## config.mk

```make
export PLATFORM = sky130hd
export DESIGN_NAME = instr_issue_queue
export DESIGN_NICKNAME = d
export VERILOG_FILES = /design/src/rtl/instr_issue_queue.sv
export SDC_FILE = /design/constraint.sdc
export NUM_CORES = 2
export LEC_CHECK = 0
export ABC_AREA = 0
export CORE_MARGIN = 1
export CORE_UTILIZATION = 40
export DETAILED_ROUTE_END_ITERATION = 16
export HOLD_SLACK_MARGIN = 0.1
export PLACE_DENSITY_LB_ADDON = 0.05
export SETUP_SLACK_MARGIN = 0.02
export SKIP_LAST_GASP = 1
export SLEW_MARGIN = 20
export SYNTH_ARGS = -nofsm -noshare
export SYNTH_HDL_FRONTEND = slang
export SYNTH_SLANG_ARGS = --single-unit
```

## constraint.sdc

```tcl
create_clock -name CLK -period 4.8 [get_ports CLK]
set_input_delay 0.96 -clock CLK [delete_from_list [all_inputs] [get_ports CLK]]
set_output_delay 0.96 -clock CLK [all_outputs]
set_load 0.03 [all_outputs]
```

## src/rtl/instr_issue_queue.sv

```systemverilog
// ============================================================================
// Module      : instr_issue_queue
// Description : Instruction FIFO and issue sequencer feeding the systolic
//               array; stalls after EX until finish and after WBPSRAM until
//               the write-back burst ends.
// Revision    : 1.0 - initial release
// ============================================================================
`default_nettype none

module instr_issue_queue #(
    parameter int         BIT_INSTR = 32,
    parameter int         DEPTH     = 128,
    parameter logic [2:0] OPC_EX    = 3'd1,
    parameter logic [2:0] OPC_WB    = 3'd2
) (
    input  logic                       CLK,
    input  logic                       RSTb,
    input  logic                       i_Wr_En,
    input  logic [BIT_INSTR-1:0]       i_Wr_Instr,
    input  logic                       i_Start,
    input  logic                       i_Flag_Finish,
    input  logic                       i_Valid_WB,
    output logic [BIT_INSTR-1:0]       o_Instr_Out,
    output logic                       o_Full,
    output logic                       o_Empty,
    output logic [$clog2(DEPTH):0]     o_Count,
    output logic                       o_Overflow,
    output logic                       o_Busy
);

    localparam int                c_AW        = $clog2(DEPTH);
    localparam logic [c_AW:0]     c_DEPTH_CNT = (c_AW + 1)'(DEPTH);

    typedef enum logic [1:0] {
        S_IDLE    = 2'd0,
        S_ISSUE   = 2'd1,
        S_WAIT_EX = 2'd2,
        S_WAIT_WB = 2'd3
    } state_t;

    state_t                 r_state;
    state_t                 w_state_nxt;

    logic [BIT_INSTR-1:0]   r_mem [DEPTH];
    logic [c_AW-1:0]        r_wr_ptr;
    logic [c_AW-1:0]        r_rd_ptr;
    logic [c_AW:0]          r_count;
    logic                   r_overflow;
    logic                   r_seen;
    logic [BIT_INSTR-1:0]   r_instr_out;

    logic                   w_full;
    logic                   w_empty;
    logic                   w_push;
    logic                   w_pop;
    logic [BIT_INSTR-1:0]   w_head;
    logic                   w_head_ex;
    logic                   w_head_wb;

    assign w_full  = (r_count == c_DEPTH_CNT);
    assign w_empty = (r_count == '0);
    assign w_push  = i_Wr_En && !w_full;
    assign w_pop   = (r_state == S_ISSUE) && !w_empty;
    assign w_head  = r_mem[r_rd_ptr];

    // Only words with OPVALID set may stall the sequencer.
    assign w_head_ex = w_head[BIT_INSTR-1] && (w_head[BIT_INSTR-2 -: 3] == OPC_EX);
    assign w_head_wb = w_head[BIT_INSTR-1] && (w_head[BIT_INSTR-2 -: 3] == OPC_WB);

    // Storage carries no reset; validity is tracked by the pointers and count.
    always_ff @(posedge CLK) begin
        if (w_push) begin
            r_mem[r_wr_ptr] <= i_Wr_Instr;
        end
    end

    always_ff @(posedge CLK or negedge RSTb) begin
        if (!RSTb) begin
            r_wr_ptr   <= '0;
            r_rd_ptr   <= '0;
            r_count    <= '0;
            r_overflow <= 1'b0;
        end else begin
            if (w_push) begin
                r_wr_ptr <= r_wr_ptr + 1'b1;
            end
            if (w_pop) begin
                r_rd_ptr <= r_rd_ptr + 1'b1;
            end
            case ({w_push, w_pop})
                2'b10:   r_count <= r_count + 1'b1;
                2'b01:   r_count <= r_count - 1'b1;
                default: r_count <= r_count;
            endcase
            // A push against a full FIFO is lost even if a pop frees a slot.
            if (i_Wr_En && w_full) begin
                r_overflow <= 1'b1;
            end
        end
    end

    always_ff @(posedge CLK or negedge RSTb) begin
        if (!RSTb) begin
            r_state     <= S_IDLE;
            r_seen      <= 1'b0;
            r_instr_out <= '0;
        end else begin
            r_state     <= w_state_nxt;
            r_instr_out <= w_pop ? w_head : '0;
            if (r_state != S_WAIT_WB) begin
                r_seen <= 1'b0;
            end else if (i_Valid_WB) begin
                r_seen <= 1'b1;
            end
        end
    end

    always_comb begin
        w_state_nxt = r_state;
        case (r_state)
            S_IDLE: begin
                if (i_Start) begin
                    w_state_nxt = S_ISSUE;
                end
            end
            S_ISSUE: begin
                if (w_pop && w_head_ex) begin
                    w_state_nxt = S_WAIT_EX;
                end else if (w_pop && w_head_wb) begin
                    w_state_nxt = S_WAIT_WB;
                end else if (!i_Start && !w_pop) begin
                    w_state_nxt = S_IDLE;
                end
            end
            // A start dropped during a wait takes effect once the wait ends.
            S_WAIT_EX: begin
                if (i_Flag_Finish) begin
                    w_state_nxt = i_Start ? S_ISSUE : S_IDLE;
                end
            end
            S_WAIT_WB: begin
                if (r_seen && !i_Valid_WB) begin
                    w_state_nxt = i_Start ? S_ISSUE : S_IDLE;
                end
            end
            default: w_state_nxt = S_IDLE;
        endcase
    end

    assign o_Instr_Out = r_instr_out;
    assign o_Full      = w_full;
    assign o_Empty     = w_empty;
    assign o_Count     = r_count;
    assign o_Overflow  = r_overflow;
    assign o_Busy      = (r_state != S_IDLE);

endmodule

`default_nettype wire

```

=== Word-level counts from Yosys, hierarchy flattened ===
Memory sizes are Yosys's and may differ from the RTL's.
Cells that the tools add are included.

* Bits in registers: 58
* Memory bits (writable): 4,096
* Memories kept: 1

{| class="wikitable"
|+ Memory list
! memory !! words !! width !! read ports !! clocked after Yosys merged registers in !! wr ports !! RTL line !! source
|-
| r_mem || 128 || 32 || 1 || 0 || 1 || 44 || <nowiki>logic [BIT_INSTR-1:0] r_mem [DEPTH];</nowiki>
|}

* $add $sub $neg: 4
* Eq/ne operators: 13
* Multiplexer cells: 14
* Reductions and logical operators: 20

{| class="wikitable"
|+ Operators with widths
! kind !! count
|-
| 2-to-1 mux 32 bit || 1
|-
| one-hot mux 8 bit (2 select lines) || 1
|-
| adder 7 x 1 -> 7 bit (second input constant) || 2
|-
| 2-to-1 mux 2 bit || 6
|-
| logical AND 1 bit || 9
|-
| adder 8 x 1 -> 8 bit (second input constant) || 1
|-
| == test 8 bit (second input constant) || 1
|-
| zero test 8 bit || 1
|-
| != test 2 bit (second input constant) || 4
|-
| one-hot mux 2 bit (4 select lines) || 1
|-
| subtractor 8 x 1 -> 8 bit (second input constant) || 1
|-
| == test 2 bit (second input constant) || 3
|-
| nonzero test 2 bit || 3
|-
| zero test 1 bit || 5
|-
| 2-to-1 mux 1 bit || 5
|-
| == test 2 x 1 -> 1 bit (second input constant) || 2
|-
| != test 4 x 1 -> 1 bit (second input constant) || 1
|-
| AND reduction 4 bit || 1
|-
| == test 3 x 1 -> 1 bit (second input constant) || 1
|-
| == test 3 x 2 -> 1 bit (second input constant) || 1
|-
| zero test 2 bit || 1
|}

=== Logic depth before layout (Yosys ltp) ===
* Depth in word-level cells: 9
* Gate-level depth with buffers: 16

=== Worst setup path before layout ===
No wires, ideal clock.

* Path kind: input-to-reg
* Start: input port i_Wr_En
* End: memory r_mem[31][0], enable pin
* Setup time: 0.461 ns
* Arrival: 3.992 ns
* Required time: 4.339 ns
* Slack: 0.347 ns
* Stages on the path: 6
* Path buffers: 1
* Cell sequence: and2_1 -> clkbuf_1 -> nand4_1 -> inv_1 -> nand3_1 -> nor3_1

* Word-level cells in the longest chain between the ends: 3

{| class="wikitable"
|+ RTL lines
! item !! RTL line !! source
|-
| start, declared || 18 || <nowiki>input logic i_Wr_En,</nowiki>
|-
| logical AND 1 bit || 62 || <nowiki>assign w_push = i_Wr_En && !w_full;</nowiki>
|-
| 2-to-1 mux 1 bit || 72 || <nowiki>if (w_push) begin</nowiki>
|-
| 2-to-1 mux 1 bit (not written as such) || 73 || <nowiki>r_mem[r_wr_ptr] <= i_Wr_Instr;</nowiki>
|-
| end, declared || 44 ||
|}

No other way between the ends.

=== Worst setup path after layout ===
* Start: register r_rd_ptr[0]
* End: register r_state[0]

* Word-level cells in the longest chain between the ends: 7
* Elaborated cells between the ends (all ways): 12
* Classes of those cells: 3 x eq/ne; 3 x mux; 5 x reduce/logical; 1 x memory

{| class="wikitable"
|+ RTL lines
! item !! RTL line !! source
|-
| start, declared || 46 || <nowiki>logic [c_AW-1:0] r_rd_ptr;</nowiki>
|-
| start signal, assigned || 88 || <nowiki>r_rd_ptr <= r_rd_ptr + 1'b1;</nowiki>
|-
| memory read (128 x 32 bit) * || - ||
|-
| == test 3 x 2 -> 1 bit || 68 || <nowiki>assign w_head_wb = w_head[BIT_INSTR-1] && (w_head[BIT_INSTR-2 -: 3] == OPC_WB);</nowiki>
|-
| logical AND 1 bit || 68 ||
|-
| logical AND 1 bit || 129 || <nowiki>end else if (w_pop && w_head_wb) begin</nowiki>
|-
| 2-to-1 mux 2 bit || 129 ||
|-
| 2-to-1 mux 2 bit || 127 || <nowiki>if (w_pop && w_head_ex) begin</nowiki>
|-
| one-hot mux 2 bit (4 select lines) || 120 || <nowiki>case (r_state)</nowiki>
|-
| end signal, assigned || 108 || <nowiki>r_state <= w_state_nxt;</nowiki>
|-
| end, declared || 41 || <nowiki>state_t r_state;</nowiki>
|}

Every way passes the cells marked *; elsewhere a longest branch is shown, timed or not.
A chain may end at the register's enable or synchronous reset.

==> flow_summary.ini <==
[critical_path]
crit_family = compound AO/OA/AOI/OAI gates
critPathMaxStageDelay_ps = 950
cp-start-kind = flip-flop
path_class = reg -> reg
crit_chain = buf_12, buf_12, mux2i_1, a221oi_1, o21a_1, a221oi_1, o211ai_1, a41oi_1, buf_4, nor2_1, a221oi_2
cp-end-kind = flip-flop
required_ps = 5680
cp_slowest_cell = dfrtp_4
rr_worst_depth = 11
path_max_fanout = 50
critPathBufInv = 3
crit_arrival_ps = 5330
cp.depth = 11

[sta]
setup_slack_ps = 346.0
holdWs_ps = 403.1
slew_viol_final = 0
setup_violations = 0
min_period_over_period_pct = 92.79
max_freq_mhz = 224.5
hold_violations = 0
rsz0062_at_grt = no
max_slew_margin_pct = 22.70
skew_ps = 39.74
finalCriticalPeriod_ps = 4454
tightest_slew_ps = 1155
setup_tns_ps = 0

[pwr]
p_per_area_nw_per_um2 = 586.6
ir_drop_v = 0.0004170
p_leak_nw = 57.61

[run_status]
outcome = completed

[grt]
gr-total-overflow = 0
antenna_found_initial = 46
grt_usage_pct = 23.48
grt_start_max_net_pins = 129
grt_pass1_wl_mm = 646.8
grt_pass1_vias = 76940

[floorplanning]
dieWidth_um = 632.4
start_util_pct = 40.17
dieHeight_um = 632.4
core-area_sq_um = 395700
ios = 82
die_area_sq_um = 399900
rows = 231

[synthesis]
synth_warnings = 0
synth_top_family_by_area = multiplexers
yosys.area_share.xor_xnor_pct = 0.1047
synth_seq_cells = 4154
syn_inst = 6576
synth_fp_nets = 6624
synth_compound_area_share_pct = 0.9681
syn_area_sq_um = 159000
synthSimpleGateAreaFrac_pct = 1.087
synth.distinct_cells = 59
yosys.area_share.adder_pct = 0.08343
synthFlopType = edfxtp_1
synthMuxAreaShare_pct = 18.25
syn_avg_cell_area_sq_um = 24.17
synth_edf_count = 4096
ys_seq_area_share_pct = 78.29
ys_async_sr_fraction_pct = 1.396

[routing]
ant_nets = 0
viasPerCell = 5.823
drc = 0
vias = 74740
drt-wirelength-per-cell_um = 36.67
drt_iter0_drc = 7826
drt_wl_total_mm = 470.7
drtPass1Iterations = 5

[clock_network]
clk_latency_ps = 990
htreeDepth = 5
cts_buffer_depth = 4
post_cts_buffers = 0
clock-sinks = 4154
holdBufCountCts = 1
cts_tree = yes
path_clk_slew_ps = 60
cts_resized = 0
clock_tree.root_cell = clkbuf_16
cts_buffers = 446

[final_layout]
syn_to_final_growth_pct = 16.63
final_cells = 12840
finalNetCount = 7256
drive_gt1_share_pct = 33.05

[min_path]
hold_class = in -> reg
min_path_cells = 1

[place]
port-buffer-count = 81
dp_cells = 12000
dpl_worst_slack_ps = 337.6
hpwl_mm = 270.5
gp_congestion = 0.7990

[run]
maxCapViolations = 0
## cell type report
cell class                      instances  area, sq um
Tap cell                             5242         6559
Sequential cell                      4154       124500
Inverter                               38        150.1
Fill cell                           32370       210300
Clock inverter                        243         2307
Multi-Input combinational cell       2032        33590
Antenna cell                           15        37.54
Timing Repair Buffer                  536         6394
Clock buffer                          576        11890
## logic make-up after synthesis
group,Yosys count
AO/OA/AOI/OAI,235
XOR/XNOR,19
adder cells (fa/ha/maj),10
buffers and inverters,390
flip-flops,4154
multiplexers,1364
AND/OR/NAND/NOR,404
## report_power, final
group / switching (mW) / leakage, nW / internal (mW)
sequential: 1.08 / 37.5 / 40.7
clock: 14.1 / 6.93 / 19.5
combinational: 19.0 / 13.1 / 14.3
total: 34.2 / 57.6 / 74.5
## flip-flops by register name, indices dropped and copies added (netlist names)
name,cells
r_mem,4096
o_Instr_Out,32
o_Count,8
r_rd_ptr,7
r_wr_ptr,7
r_state,2
o_Overflow,1
r_seen,1
## per-layer routing
metal	GRT usage (%)	part of all wire, %
met1	34.17	44
met2	38.10	49
met3	3.160	5.5
met4	4.921	2.0
met5	0	0.019
## worst register-to-register path: stages (launching register included)
cell and delay (ps):
dfrtp_4 950, buf_12 270, buf_12 410, mux2i_1 360, a221oi_1 210, o21a_1 260, a221oi_1 240, o211ai_1 260
a41oi_1 810, buf_4 240, nor2_1 70, a221oi_2 260
## placed cells by master, fill, tap and decap left out, types with 25 or more instances in the layout
master / count
edfxtp_1: 4096
mux4_2: 1225
clkbuf_16: 453
buf_4: 306
buf_12: 173
nor2_4: 126
clkbuf_1: 114
nor2_1: 105
mux2i_1: 102
clkinv_1: 93
nand2_1: 84
clkinv_2: 82
o21ai_0: 70
dfrtp_1: 51
clkdlybuf4s50_1: 48
a21oi_1: 47
bufinv_16: 39
inv_1: 37
a221oi_1: 35
mux2_2: 30
nand3_1: 25
## cell usage after synthesis (4+ instances only)
cell type | count | area (sq um)
buf_2 | 133 | 665.6
nand3_1 | 27 | 135.1
or3_1 | 4 | 25.02
mux2_2 | 30 | 337.8
o211ai_1 | 6 | 45.04
o21ai_1 | 6 | 30.03
edfxtp_1 | 4096 | 123000
nor3_1 | 7 | 35.03
ha_1 | 9 | 112.6
mux2i_1 | 109 | 1091
xnor2_1 | 14 | 122.6
a211oi_1 | 5 | 37.54
buf_6 | 30 | 337.8
xor2_1 | 5 | 43.79
a21oi_1 | 47 | 235.2
inv_1 | 37 | 138.9
a31oi_1 | 4 | 25.02
nand2_1 | 85 | 319.1
o21a_1 | 6 | 45.04
and2_1 | 8 | 50.05
nor2b_1 | 10 | 62.56
buf_4 | 20 | 150.1
dfrtp_1 | 58 | 1451
a21o_1 | 4 | 30.03
a22oi_1 | 24 | 180.2
mux4_2 | 1225 | 27590
a221o_1 | 5 | 50.05
nor4_1 | 4 | 25.02
buf_1 | 31 | 116.4
o21ai_0 | 70 | 350.3
a221oi_1 | 35 | 306.5
clkbuf_1 | 138 | 518.0
and4_1 | 6 | 52.55
nor2_1 | 231 | 867.1
## worst paths after layout
path | slack (ps) | end | start
setup / recovery | 350 | r_state[0]$_DFFE_PN0P_ | r_rd_ptr[0]$_DFFE_PN0N_
hold / removal | 400 | r_mem[25][4]$_DFFE_PP_ | i_Wr_Instr[4]
setup reg to reg | 350 | r_state[0]$_DFFE_PN0P_ | r_rd_ptr[0]$_DFFE_PN0N_
hold reg to reg | 450 | o_Overflow$_DFFE_PN0P_ | o_Overflow$_DFFE_PN0P_
max in group asynchronous | 3080 | r_rd_ptr[6]$_DFFE_PN0N_ | RSTb
min in group asynchronous | 610 | o_Count[6]$_DFFE_PN0P_ | RSTb
## per-stage QoR
step	utilization (%)	area, sq um	total power, mW
after detailed placement	43.24	171100	76.58
after global routing	46.85	185400	112.4
final	46.86	185400	108.8
after CTS	46.83	185300	110.3
after floorplan	-	159000	61.33
after global placement	43.22	171000	76.42
Note: power is estimated with default switching activity, not from simulation.
